$ cat src/rtl/divider40_20.sv
// Sequential signed divider: 2W-bit dividend by W-bit divisor, radix-2 restoring on magnitudes,
// one quotient bit per clock followed by a sign fix-up cycle.
module divider40_20 #(
    parameter int W = 20
) (
    input  logic                  clk,
    input  logic                  rst_n,
    input  logic                  start,
    input  logic signed [2*W-1:0] n,
    input  logic signed [W-1:0]   d,
    output logic                  ready,
    output logic                  valid,
    output logic signed [2*W-1:0] q,
    output logic signed [W-1:0]   r,
    output logic                  dz,
    output logic                  ovf
);
    localparam int CW = $clog2(2*W);

    typedef enum logic [1:0] {IDLE, CALC, FIX} state_t;

    state_t          state, state_nxt;
    logic [CW-1:0]   cnt;
    logic [2*W-1:0]  work;      // dividend bits leave at the MSB, quotient bits enter at the LSB
    logic [W-1:0]    rem;
    logic [W-1:0]    dmag;
    logic [W-1:0]    n_low;
    logic            sign_q, sign_r, dz_lat;
    logic            accept;
    logic [W:0]      rem_sh;
    logic            ge;
    logic [W-1:0]    diff;

    // Magnitudes are formed one bit wider so the most negative value negates exactly.
    function automatic logic [2*W-1:0] mag_n(input logic signed [2*W-1:0] x);
        logic [2*W:0] ext;
        ext = {x[2*W-1], x};
        if (x[2*W-1]) ext = -ext;
        return ext[2*W-1:0];
    endfunction

    function automatic logic [W-1:0] mag_d(input logic signed [W-1:0] x);
        logic [W:0] ext;
        ext = {x[W-1], x};
        if (x[W-1]) ext = -ext;
        return ext[W-1:0];
    endfunction

    assign ready  = (state == IDLE);
    assign accept = start && ready;

    // Trial subtraction; a successful difference is below |D| so its low W bits are exact.
    assign rem_sh = {rem, work[2*W-1]};
    assign ge     = (rem_sh >= {1'b0, dmag});
    assign diff   = rem_sh[W-1:0] - dmag;

    always_comb begin
        state_nxt = state;
        case (state)
            IDLE:    if (start) state_nxt = CALC;
            CALC:    if (cnt == CW'(2*W-1)) state_nxt = FIX;
            FIX:     state_nxt = IDLE;
            default: state_nxt = IDLE;
        endcase
    end

    always_ff @(posedge clk or negedge rst_n) begin
        if (!rst_n) begin
            state <= IDLE;
            cnt   <= '0;
            valid <= 1'b0;
            q     <= '0;
            r     <= '0;
            dz    <= 1'b0;
            ovf   <= 1'b0;
        end else begin
            state <= state_nxt;
            valid <= (state == FIX);
            if (accept)
                cnt <= '0;
            else if (state == CALC)
                cnt <= cnt + CW'(1);
            if (state == FIX) begin
                dz  <= dz_lat;
                // Only a positive quotient of magnitude 2^(2W-1) is unrepresentable.
                ovf <= !dz_lat && work[2*W-1] && !sign_q;
                if (dz_lat) begin
                    q <= '1;
                    r <= n_low;
                end else begin
                    q <= sign_q ? -work : work;
                    r <= sign_r ? -rem : rem;
                end
            end
        end
    end

    always_ff @(posedge clk) begin
        if (accept) begin
            work   <= mag_n(n);
            dmag   <= mag_d(d);
            n_low  <= n[W-1:0];
            sign_q <= n[2*W-1] ^ d[W-1];
            sign_r <= n[2*W-1];
            dz_lat <= (d == '0);
            rem    <= '0;
        end else if (state == CALC) begin
            work <= {work[2*W-2:0], ge};
            rem  <= ge ? diff : rem_sh[W-1:0];
        end
    end

endmodule

$ cat config.mk
export PLATFORM = sky130hd
export DESIGN_NAME = divider40_20
export DESIGN_NICKNAME = d
export VERILOG_FILES = /design/src/rtl/divider40_20.sv
export SDC_FILE = /design/constraint.sdc
export NUM_CORES = 1
export LEC_CHECK = 0
export CORE_AREA = 2 2 138 153
export DETAILED_ROUTE_END_ITERATION = 12
export DIE_AREA = 0 0 140 155
export GPL_TIMING_DRIVEN = 1
export HOLD_SLACK_MARGIN = 0.08
export PLACE_DENSITY = 0.75
export SLEW_MARGIN = 20
export SYNTH_ARGS = -nofsm -noshare
export SYNTH_HDL_FRONTEND = slang
export SYNTH_SLANG_ARGS = --single-unit
$ cat constraint.sdc
create_clock -name clk -period 3.21 [get_ports clk]
set_clock_uncertainty 0.2 [all_clocks]
set_input_delay 0.8025 -clock clk [delete_from_list [all_inputs] [get_ports clk]]
set_output_delay 0.8025 -clock clk [all_outputs]
set_load 0.005 [all_outputs]
**Word-level counts from Yosys, hierarchy flattened**

Cells that the tools add are included.

- Add/sub/neg operators: 6
- Multipliers: 0
- Div/mod/pow operators: 0
- Order comparisons: 1
- Eq/ne operators: 5
- Shift-type cells: 0
- Mux-type cells: 14
- Bitwise logic cells: 1
- Reduce and logical (&&, ||, !) cells: 9

Operator list:

| operator | count |
|---|---|
| 40-bit 2-to-1 mux | 5 |
| 40-bit negation | 2 |
| 20-bit 2-to-1 mux | 3 |
| 20-bit negation | 2 |
| 21-bit by 20-bit greater-or-equal comparator with 1-bit output | 1 |
| 20-bit logical NOT | 1 |
| 20-bit subtractor | 1 |
| 19-bit 2-to-1 mux | 1 |
| 6-bit 2-to-1 mux | 2 |
| 6-bit by 1-bit adder with 6-bit output (second input constant) | 1 |
| 6-bit equality test (second input constant) | 1 |
| 2-bit 2-to-1 mux | 2 |
| 2-bit != test (second input constant) | 2 |
| 2-bit case mux with 2 select lines | 1 |
| 1-bit logical AND | 3 |
| 2-bit by 1-bit equality test with 1-bit output (second input constant) | 1 |
| 2-bit equality test (second input constant) | 1 |
| 1-bit logical NOT | 2 |
| 2-bit logical NOT | 1 |
| 2-bit AND reduction | 1 |
| 2-bit nonzero test | 1 |
| 1-bit bitwise XOR | 1 |

- Bits in registers: 174
- Bits in latches: 0
- RAM bits: 0
- Memory bits (read-only): 0
- Input bits: 63
- Output and inout port bits: 64
- Word-level logic and storage cells: 51
- Memories kept: 0

**Depth between registers and ports, before layout**

Gate-level depths: netlist of run 1.

- Depth after elaboration: 3
- Mapped depth: 12
- Depth with buffers taken out: 11

**Least setup slack after synthesis of run 1**

OpenSTA, ideal clock, no wires.

- Path kind: input -> register
- Start: input port n[14]
- End: register work[36] (data pin)
- Library setup time: 263 ps
- Arrival: 2829 ps
- Required time: 2747 ps
- Setup slack: -82 ps
- Cell stages on the path: 7
- Buffers on the path: 0
- Cells stage by stage: or3_1 > or4_1 > nand4b_1 > or4_1 > o41ai_1 > xor2_1 > o21ai_1

- Longest elaborated chain between the ends: 3

RTL lines:

| item | line | RTL |
|---|---|---|
| start, declared | 9 | `input logic signed [2*W-1:0] n,` |
| 40-bit negation | 38 | `if (x[2*W-1]) ext = -ext;` |
| 40-bit 2-to-1 mux | 38 |  |
| 40-bit 2-to-1 mux | 99 | `if (accept) begin` |
| end signal, assigned | 100 | `work <= mag_n(n);` |
| end signal, assigned | 108 | `work <= {work[2*W-2:0], ge};` |
| end, declared | 24 | `logic [2*W-1:0] work;` |

Every way passes these cells.
A chain may end at the register's enable or synchronous reset.

**Final worst setup path of run 1**

- Start: input port n[12]
- End: register work[33] (data pin)

The elaborated chain is that of the path after synthesis.

==> results.json, run 1 <==
{
  "syn-cell-area_sq_um": 9922,
  "clkTransAtPathRegs_ps": 70,
  "rsz0062_at_grt": "true",
  "synthCells": 1051,
  "start_kind": "input port",
  "syn-num-nets": 1140,
  "yosys_register_bits": 174,
  "cpMostUsedCell": "or3_4",
  "period_share_pct": 100.3,
  "synth_edf_count": 83,
  "drtAntennaViolNets": 0,
  "post-route-min-period_ps": 3218,
  "outcome": "finished with violations",
  "crit_path_max_incr_delay_ps": 520,
  "irDropWorstVdd_uv": 445.2,
  "die_area_sq_um": 21700,
  "synth_commonest_cells": "nand2_1 (133), o21ai_0 (130), xor2_1 (90)",
  "antenna_found_initial": 0,
  "gp_congestion": 0.9365,
  "yosysMostFrequentCell": "nand2_1",
  "finalWirelength_um": 26010,
  "crit_fanout": 4,
  "ys.flop_type": "edfxtp_1",
  "fill_cells": 1664,
  "ff2ff_path_depth": 8,
  "critical_path_arrival_ps": 3160,
  "wl_per_cell_um": 16.71,
  "leakagePower_nw": 5.383,
  "slowest_stage": "or4_4",
  "tightest_slew_ps": 1147,
  "regArea_sq_um": 4669,
  "vias": 8644,
  "p_per_area_nw_per_um2": 638.9,
  "yosysTopAreaCellShare_pct": 25.12,
  "drcViolationCount": 14,
  "fin_cells": 1557,
  "drive_gt1_share_pct": 16.68,
  "num_rows": 55,
  "ys_types": 60,
  "grt_pass1_vias": 8234,
  "n_antenna_cell": 0,
  "cp.required_ps": 3150,
  "clockBufferDepth": 2,
  "vias_per_cell": 5.552,
  "multiInputGateArea_sq_um": 5129,
  "synthArstFlopShare_pct": 40.80,
  "io_pins": 127,
  "cts.sinks": 174,
  "syn_to_final_growth_pct": 32.03,
  "worst_slack_ps": -8.449,
  "initial_utilization_pct": 48.88,
  "cts_hold_buf": 0,
  "drtIter0Drc": 611,
  "portBuffers": 126,
  "yosys_warnings": 0,
  "cts_tree": "yes",
  "grt-ovfl-total": 0,
  "final_hold_viol_count": 0,
  "critPathCaptureType": "flop",
  "fp.dieH_um": 155,
  "total_power_mw": 8.369,
  "fin_nets": 1377,
  "seq_area_frac_synth_pct": 47.06,
  "crit_chain": "buf_6, or3_4, or4_4, buf_4, nor2_2, nand3_1, or3_4, o31ai_2, xor2_1, o21ai_0",
  "core_sq_um": 20300,
  "grt_use_total_pct": 23.77,
  "die_w_um": 140,
  "drv_slew": 0,
  "grt_pass1_wl_um": 40960,
  "dp_slack_ps": -707.8,
  "synth_area_leaders": "edfxtp_1 (25%), dfrtp_1 (18%), xor2_1 (7.9%)",
  "hpwl_um": 19450,
  "violations": "design-rule violations, negative setup slack",
  "cts-buffers-inserted": 17,
  "cts_root_buf": "clkbuf_16",
  "setup_viol": 1,
  "slew_headroom_pct": 23.56,
  "htreeDepth": 4,
  "syn_avg_cell_area_sq_um": 9.441,
  "dr.pass1.iters": 10,
  "max_freq_ghz": 0.3107,
  "synth_top_area_cell": "edfxtp_1",
  "cap_violations": 0,
  "hold_path_class": "in -> async",
  "grt_max_degree": 80,
  "clock_latency_ps": 430,
  "dp.cells": 1511,
  "critPathKind": "in -> reg"
}
==> through the flow <==
| step | hold slack [ps] | utilization (%) | cell area [sq um] | setup TNS (ps) |
|---|---|---|---|---|
| global route | 188.6 | 64.53 | 13100 | -166.7 |
| finish | 163.5 | 64.53 | 13100 | -8.449 |
| global placement | 263.9 | 60.65 | 12310 | -8473 |
| detailed placement | 271.8 | 60.65 | 12310 | -10290 |
| floorplan | 257.0 | - | 9943 | -44.12 |
| CTS | 172.8 | 63.57 | 12910 | -11.38 |
==> cell usage in the layout, fill, tap and decap left out, drive strengths merged, types with 6 or more instances in the layout <==
cell and count:
a21oi 72, buf 144, clkbuf 21, clkdlybuf4s50 114
dfrtp 71, dfxtp 20, dlygate4sd2 7, edfxtp 83
ha 25, inv 37, mux2i 19, nand2 135
nand2b 14, nand3 20, nor2 76, nor2b 8
nor3 18, o21a 6, o21ai 132, o31ai 33
o41ai 16, or3 18, or4 18, xnor2 34
xor2 90
==> cells by family (layout without fill, tap and decap cells) <==
group | Yosys count | after routing | share of synthesized area, %
AND/OR/NAND/NOR | 334 | 334 | 16.05
buffers and inverters | 83 | 333 | 3.178
AO/OA/AOI/OAI | 291 | 291 | 17.49
multiplexers | 19 | 19 | 1.917
flip-flops | 174 | 174 | 47.06
adder cells (fa/ha/maj) | 26 | 26 | 3.354
XOR/XNOR | 124 | 124 | 10.95
==> power breakdown <==
part           switching, mW  leakage [nW]  internal [mW]
registers              0.333          1.71           2.72
clock network          0.886         0.244          0.997
logic                   1.80          3.43           1.63
total                   3.02          5.38           5.35
==> layout make-up <==
class                           count  share of cell area [%]
Clock buffer                       21                   3.362
Tap cell                          256                   2.445
Inverter                           35                   1.003
Timing Repair Buffer              266                   17.73
Multi-Input combinational cell    794                   39.15
Clock inverter                     11                  0.6686
Sequential cell                   174                   35.64
==> per-layer routing <==
metal,up-vias,GRT usage (%),part of all wire (%)
li1,4258,-,-
met1,4083,27.91,40
met2,241,42.69,51
met3,62,3.416,3.6
met4,0,11.88,4.5
met5,-,0,0
==> final timing paths <==
kind	from	endpoint	slack (ps)
max in group asynchronous	rst_n	r[19]	1970
min in group clk	q[25]	q[25]	280
setup / recovery	n[12]	work[33]	-8
hold / removal	rst_n	q[30]	160
hold reg to reg	q[25]	q[25]	280
setup reg to reg	work[16]	q[34]	60
==> sequential cells by signal (all words and copies together) (netlist names), 2 cells and up <==
| name | count |
|---|---|
| work | 40 |
| r | 20 |
| dmag | 20 |
| n_low | 20 |
| rem | 20 |
| q | 40 |
| state | 2 |
| cnt | 6 |
==> critical path, delay by kind of cell <==
| family | cells | cell delay [ps] |
|---|---|---|
| simple gates | 5 | 1530 |
| compound gates | 2 | 360 |
| xor+xnor | 1 | 210 |
| buf+inv | 2 | 250 |
==> repair_timing <==
| item | 4_1_cts | 5_1_grt |
|---|---|---|
| pin swaps | 9 | 9 |
| gates cloned | 0 | 1 |
| setup endpoints to repair | 12 | 25 |
| setup buffers | 4 | 9 |
| gates resized for setup | 33 | 22 |
Note: power is estimated with default switching activity, not from simulation.
==> run 2, diff against run 1 <==
--- a/config.mk
+++ b/config.mk
@@ -5,9 +5,9 @@
 export SDC_FILE = /design/constraint.sdc
 export NUM_CORES = 1
 export LEC_CHECK = 0
-export CORE_AREA = 2 2 138 153
+export CORE_AREA = 2 2 185 115
 export DETAILED_ROUTE_END_ITERATION = 12
-export DIE_AREA = 0 0 140 155
+export DIE_AREA = 0 0 187 117
 export GPL_TIMING_DRIVEN = 1
 export HOLD_SLACK_MARGIN = 0.08
 export PLACE_DENSITY = 0.75
==> results.json, run 2 (same netlist as run 1, synthesis figures left out) <==
{
  "outcome": "completed",
  "wl_per_cell_um": 18.04,
  "vias_per_cell": 5.706,
  "clkTransAtPathRegs_ps": 70,
  "dr.pass1.iters": 5,
  "crit_fanout": 7,
  "grt_pass1_wl_um": 45350,
  "period_share_pct": 99.35,
  "hold_slack_ps": 82.13,
  "cp.buffers_inverters": 3,
  "fin_nets": 1399,
  "critical_path_arrival_ps": 3280,
  "fin_util_pct": 65.90,
  "fin_tns_setup_ps": 0,
  "crit_path_max_incr_delay_ps": 550,
  "critPathCaptureType": "flop",
  "htreeDepth": 4,
  "worst_slack_ps": 20.81,
  "start_kind": "flop",
  "slowest_stage": "or4_4",
  "critPathKind": "reg -> reg",
  "dp_slack_ps": -764.4,
  "p_per_area_nw_per_um2": 659.5,
  "gp_congestion": 0.9225,
  "final_hold_viol_count": 0,
  "cts_root_buf": "clkbuf_16",
  "hold_path_class": "in -> async",
  "grt_pass1_vias": 8572,
  "fill_cells": 1577,
  "cts_tree": "yes",
  "dp.cells": 1562,
  "clock_latency_ps": 440,
  "cts.sinks": 174,
  "irDropWorstVdd_uv": 504.2,
  "initial_utilization_pct": 48.72,
  "cap_violations": 0,
  "multiInputGateArea_sq_um": 5147,
  "cts_hold_buf": 0,
  "fp.dieH_um": 117,
  "drtAntennaViolNets": 0,
  "n_antenna_cell": 0,
  "drcViolationCount": 0,
  "antenna_found_initial": 0,
  "hpwl_um": 21290,
  "drive_gt1_share_pct": 18.22,
  "reg_top3": "q (40), work (40)",
  "grt_max_degree": 72,
  "die_area_sq_um": 21880,
  "portBuffers": 126,
  "leakagePower_nw": 5.566,
  "core_sq_um": 20370,
  "num_rows": 41,
  "drtIter0Drc": 893,
  "syn_to_final_growth_pct": 35.27,
  "setup_viol": 0,
  "die_w_um": 187,
  "finalWirelength_um": 28900,
  "layout_commonest_cell": "buf_4",
  "drv_slew": 0,
  "post-route-min-period_ps": 3189,
  "crit_chain": "inv_1, ha_1, and3_4, nand3_1, or4_4, o31a_1, a221o_2, buf_6, buf_4, mux2i_1, o21ai_0",
  "rsz0062_at_grt": "true",
  "cp.required_ps": 3300,
  "slew_headroom_pct": 51.67,
  "max_freq_ghz": 0.3136,
  "grt_use_total_pct": 26.62,
  "layout_common_cells": "buf_4 (156), nand2_1 (132), o21ai_0 (126)",
  "grt-ovfl-total": 0,
  "io_pins": 127,
  "cpLargestDelayFamily": "simple AND/OR/NAND/NOR gates",
  "fin_cells": 1602,
  "tightest_slew_ps": 722.7,
  "cts-buffers-inserted": 17,
  "regArea_sq_um": 4669,
  "vias": 9141,
  "clockBufferDepth": 2
}
-- run 2: changes by cell type in the layout (fill, tap and decap cells not counted), sizes merged --
cell and change:
buf +22, bufinv +2, clkbuf -2, clkdlybuf4s15 -1
clkdlybuf4s50 +1, clkinv -3, clkinvlp -2, inv +5
-- run 2: cell type report --
type	instances	area share, %
clock buffer	19	3.384
clock inverter	13	1.109
inverter	35	0.9788
multi-input combinational	794	38.35
sequential	174	34.79
tap	279	2.601
timing repair buffer	288	18.78
-- run 2: power by group --
group / leakage (nW) / internal [mW] / switching, mW
Sequential: 1.71 / 2.72 / 0.318
Combinational: 3.57 / 1.71 / 1.93
Clock: 0.293 / 1.21 / 0.955
-- run 2: worst paths after layout --
path | startpoint | to | slack [ps] | cells past startpoint
max | dmag[12] | rem[11] | 20 | 11
max reg2reg | dmag[12] | rem[11] | 20 | 11
min reg2reg | q[26] | q[26] | 280 | 2
max in group asynchronous | rst_n | q[17] | 2120 | 2
min | rst_n | q[37] | 80 | 1
min in group clk | q[26] | q[26] | 280 | 2
-- run 2: what timing repair did --
action,4_1_cts,5_1_grt
endpoints found under the setup margin,21,35
pin swaps,15,9
cloned,0,0
buffers inserted,4,4
gates resized for setup,36,22
-- run 2: metrics by stage --
step	power, mW	area [sq um]
floorplan	5.007	9943
global placement	6.317	12590
detailed placement	6.435	12590
CTS	8.642	13280
global route	9.312	13420
finish	8.851	13420
-- run 2: layer usage --
metal	part of all wire, %	routed length (um)	vias to the layer above	global-route usage (%)
met5	0	0	-	0
met4	0.98	282	0	5.238
met3	11	3051	26	9.243
met2	42	12060	395	38.81
met1	47	13510	4429	38.53
li1	-	-	4291	-
==> run 3, diff against run 2 <==
--- a/config.mk
+++ b/config.mk
@@ -8,9 +8,10 @@
 export CORE_AREA = 2 2 185 115
 export DETAILED_ROUTE_END_ITERATION = 12
 export DIE_AREA = 0 0 187 117
+export DONT_BUFFER_PORTS = 1
 export GPL_TIMING_DRIVEN = 1
 export HOLD_SLACK_MARGIN = 0.08
-export PLACE_DENSITY = 0.75
+export PLACE_DENSITY = 0.67
 export SLEW_MARGIN = 20
 export SYNTH_ARGS = -nofsm -noshare
 export SYNTH_HDL_FRONTEND = slang
==> results.json, run 3 (same netlist as run 1, synthesis figures left out) <==
{
  "crit_fanout": 7,
  "grt-ovfl-total": 0,
  "min_to": "n_low[8]",
  "hpwl_um": 19830,
  "regArea_sq_um": 4669,
  "vias": 8169,
  "dp.cells": 1378,
  "cp.required_ps": 3320,
  "grt_util_met3_pct": 8.497,
  "syn_to_final_growth_pct": 17.88,
  "antenna_found_initial": 1,
  "grt_pass1_wl_um": 41740,
  "cts.sinks": 174,
  "finalWirelength_um": 27050,
  "fp.dieH_um": 117,
  "reg_top3": "q (40), work (40)",
  "p_per_area_nw_per_um2": 749.0,
  "fin_nets": 1212,
  "final_area_sq_um": 11700,
  "top_usage_layer": "met1",
  "critical_path_arrival_ps": 3260,
  "period_share_pct": 97.97,
  "start_kind": "flop",
  "outcome": "completed",
  "crit_chain": "ha_1, and3_4, nand3_2, or4_4, o31a_1, a221o_2, buf_6, and3_1, a211o_1",
  "layout_commonest_cell": "nand2_1",
  "drtAntennaViolNets": 0,
  "critPathCaptureType": "flop",
  "grt_use_total_pct": 24.77,
  "cts-buffers-inserted": 17,
  "final_hold_viol_count": 0,
  "slowest_stage": "or4_4",
  "fill_cells": 1800,
  "cts_root_buf": "clkbuf_16",
  "post-route-min-period_ps": 3145,
  "htreeDepth": 4,
  "multiInputGateArea_sq_um": 5106,
  "ff2ff_path_depth": 9,
  "drv_slew": 0,
  "initial_utilization_pct": 48.72,
  "use_met2_pct": 33.73,
  "io_pins": 127,
  "grt_pass1_vias": 7358,
  "reg2reg_from": "rem[13]",
  "irDropWorstVdd_uv": 429.5,
  "r2r_slack_ps": 70,
  "wl_per_cell_um": 19.12,
  "n_antenna_cell": 0,
  "tightest_slew_ps": 810.8,
  "clkTransAtPathRegs_ps": 70,
  "setup_viol": 0,
  "globalRouteMet1Util_pct": 37.68,
  "rsz0062_at_grt": "true",
  "layout_common_cells": "nand2_1 (132), o21ai_0 (126), buf_4 (96)",
  "clockBufferDepth": 2,
  "vias_per_cell": 5.773,
  "clock_latency_ps": 440,
  "cp.buffers_inverters": 1,
  "slew_headroom_pct": 45.61,
  "gp_congestion": 0.9252,
  "drcViolationCount": 0,
  "drtIter0Drc": 768,
  "placed_cell_area_sq_um": 10850,
  "drive_gt1_share_pct": 14.70,
  "grt_max_degree": 80,
  "critPathKind": "reg -> reg",
  "portBuffers": 0,
  "crit_path_max_incr_delay_ps": 550,
  "fin_cells": 1415,
  "hold_path_class": "in -> reg",
  "die_w_um": 187,
  "cts_tree": "yes",
  "num_rows": 41,
  "leakagePower_nw": 4.734,
  "cpLargestDelayFamily": "simple AND/OR/NAND/NOR gates",
  "holdCritStartpoint": "n[8]",
  "core_sq_um": 20370,
  "max_freq_ghz": 0.3180,
  "cap_violations": 0,
  "hold_depth": 0,
  "die_area_sq_um": 21880,
  "dr.pass1.iters": 5,
  "worstReg2RegEnd": "rem[14]"
}
==> run 3: cell count changes in the layout (fill, tap and decap cells not counted), sizes merged <==
| cell | change |
|---|---|
| inv | -7 |
| bufinv | +3 |
| clkbuf | +3 |
| clkdlybuf4s50 | -115 |
| buf | -66 |
| clkinv | +2 |
| dlygate4sd2 | -7 |
| dlygate4sd3 | +1 |
| clkinvlp | -1 |
==> run 3: worst register-to-register path, cell delays in order (launching register included) <==
cell	delay, ps
dfxtp_1	350
ha_1	320
and3_4	190
nand3_2	100
or4_4	550
o31a_1	280
a221o_2	440
buf_6	160
and3_1	160
a211o_1	270
==> run 3: area by class of cell <==
cell class | count | area share (%)
Multi-Input combinational cell | 794 | 43.66
Clock inverter | 10 | 1.583
Tap cell | 279 | 2.985
Sequential cell | 174 | 39.92
Clock buffer | 22 | 3.883
Timing Repair Buffer | 101 | 6.846
Inverter | 35 | 1.123
==> run 3: report_power, final <==
| part | internal [mW] | switching (mW) | total (mW) |
|---|---|---|---|
| logic | 1.59 | 1.82 | 3.42 |
| registers | 2.72 | 0.330 | 3.05 |
| clock network | 1.41 | 0.887 | 2.29 |
==> run 3: worst max path at each step <==
stage                   from       end  cells after the start
floorplan              n[14]  work[33]                      8
global placement       n[14]  work[35]                      8
detailed placement     n[14]  work[35]                      8
CTS                 dmag[12]   rem[14]                     10
global route        work[16]     q[31]                      8
finish               rem[13]   rem[14]                      9
==> run 3: timing repair <==
action                                  4_1_cts  5_1_grt
resized for setup                             6       23
endpoints found under the setup margin        2       22
endpoints found under the hold margin        71        0
setup buffers                                 0        3
pin swaps                                     2        7
hold buffers                                  2        0
==> run 3: through the flow <==
stage | total power [mW] | utilization [%] | hold WS (ps) | TNS, ps | setup WS (ps)
2_1_floorplan | 5.007 | - | 257.0 | -44.12 | -18.22
3_3_place_gp | 6.143 | 53.27 | 284.7 | -528.8 | -112.3
3_5_place_dp | 6.203 | 53.27 | 289.3 | -856.1 | -177.1
4_1_cts | 8.562 | 56.73 | 246.7 | 0 | 4.700
5_1_grt | 9.263 | 57.43 | 242.6 | -112.3 | -27.25
6_report | 8.761 | 57.43 | 262.1 | 0 | 65.15
==> run 3: metal layers <==
layer	routed length [um]	vias up
met1	13270	3904
li1	-	3933
met4	272	0
met3	2723	22
met2	10790	310
met5	0	-
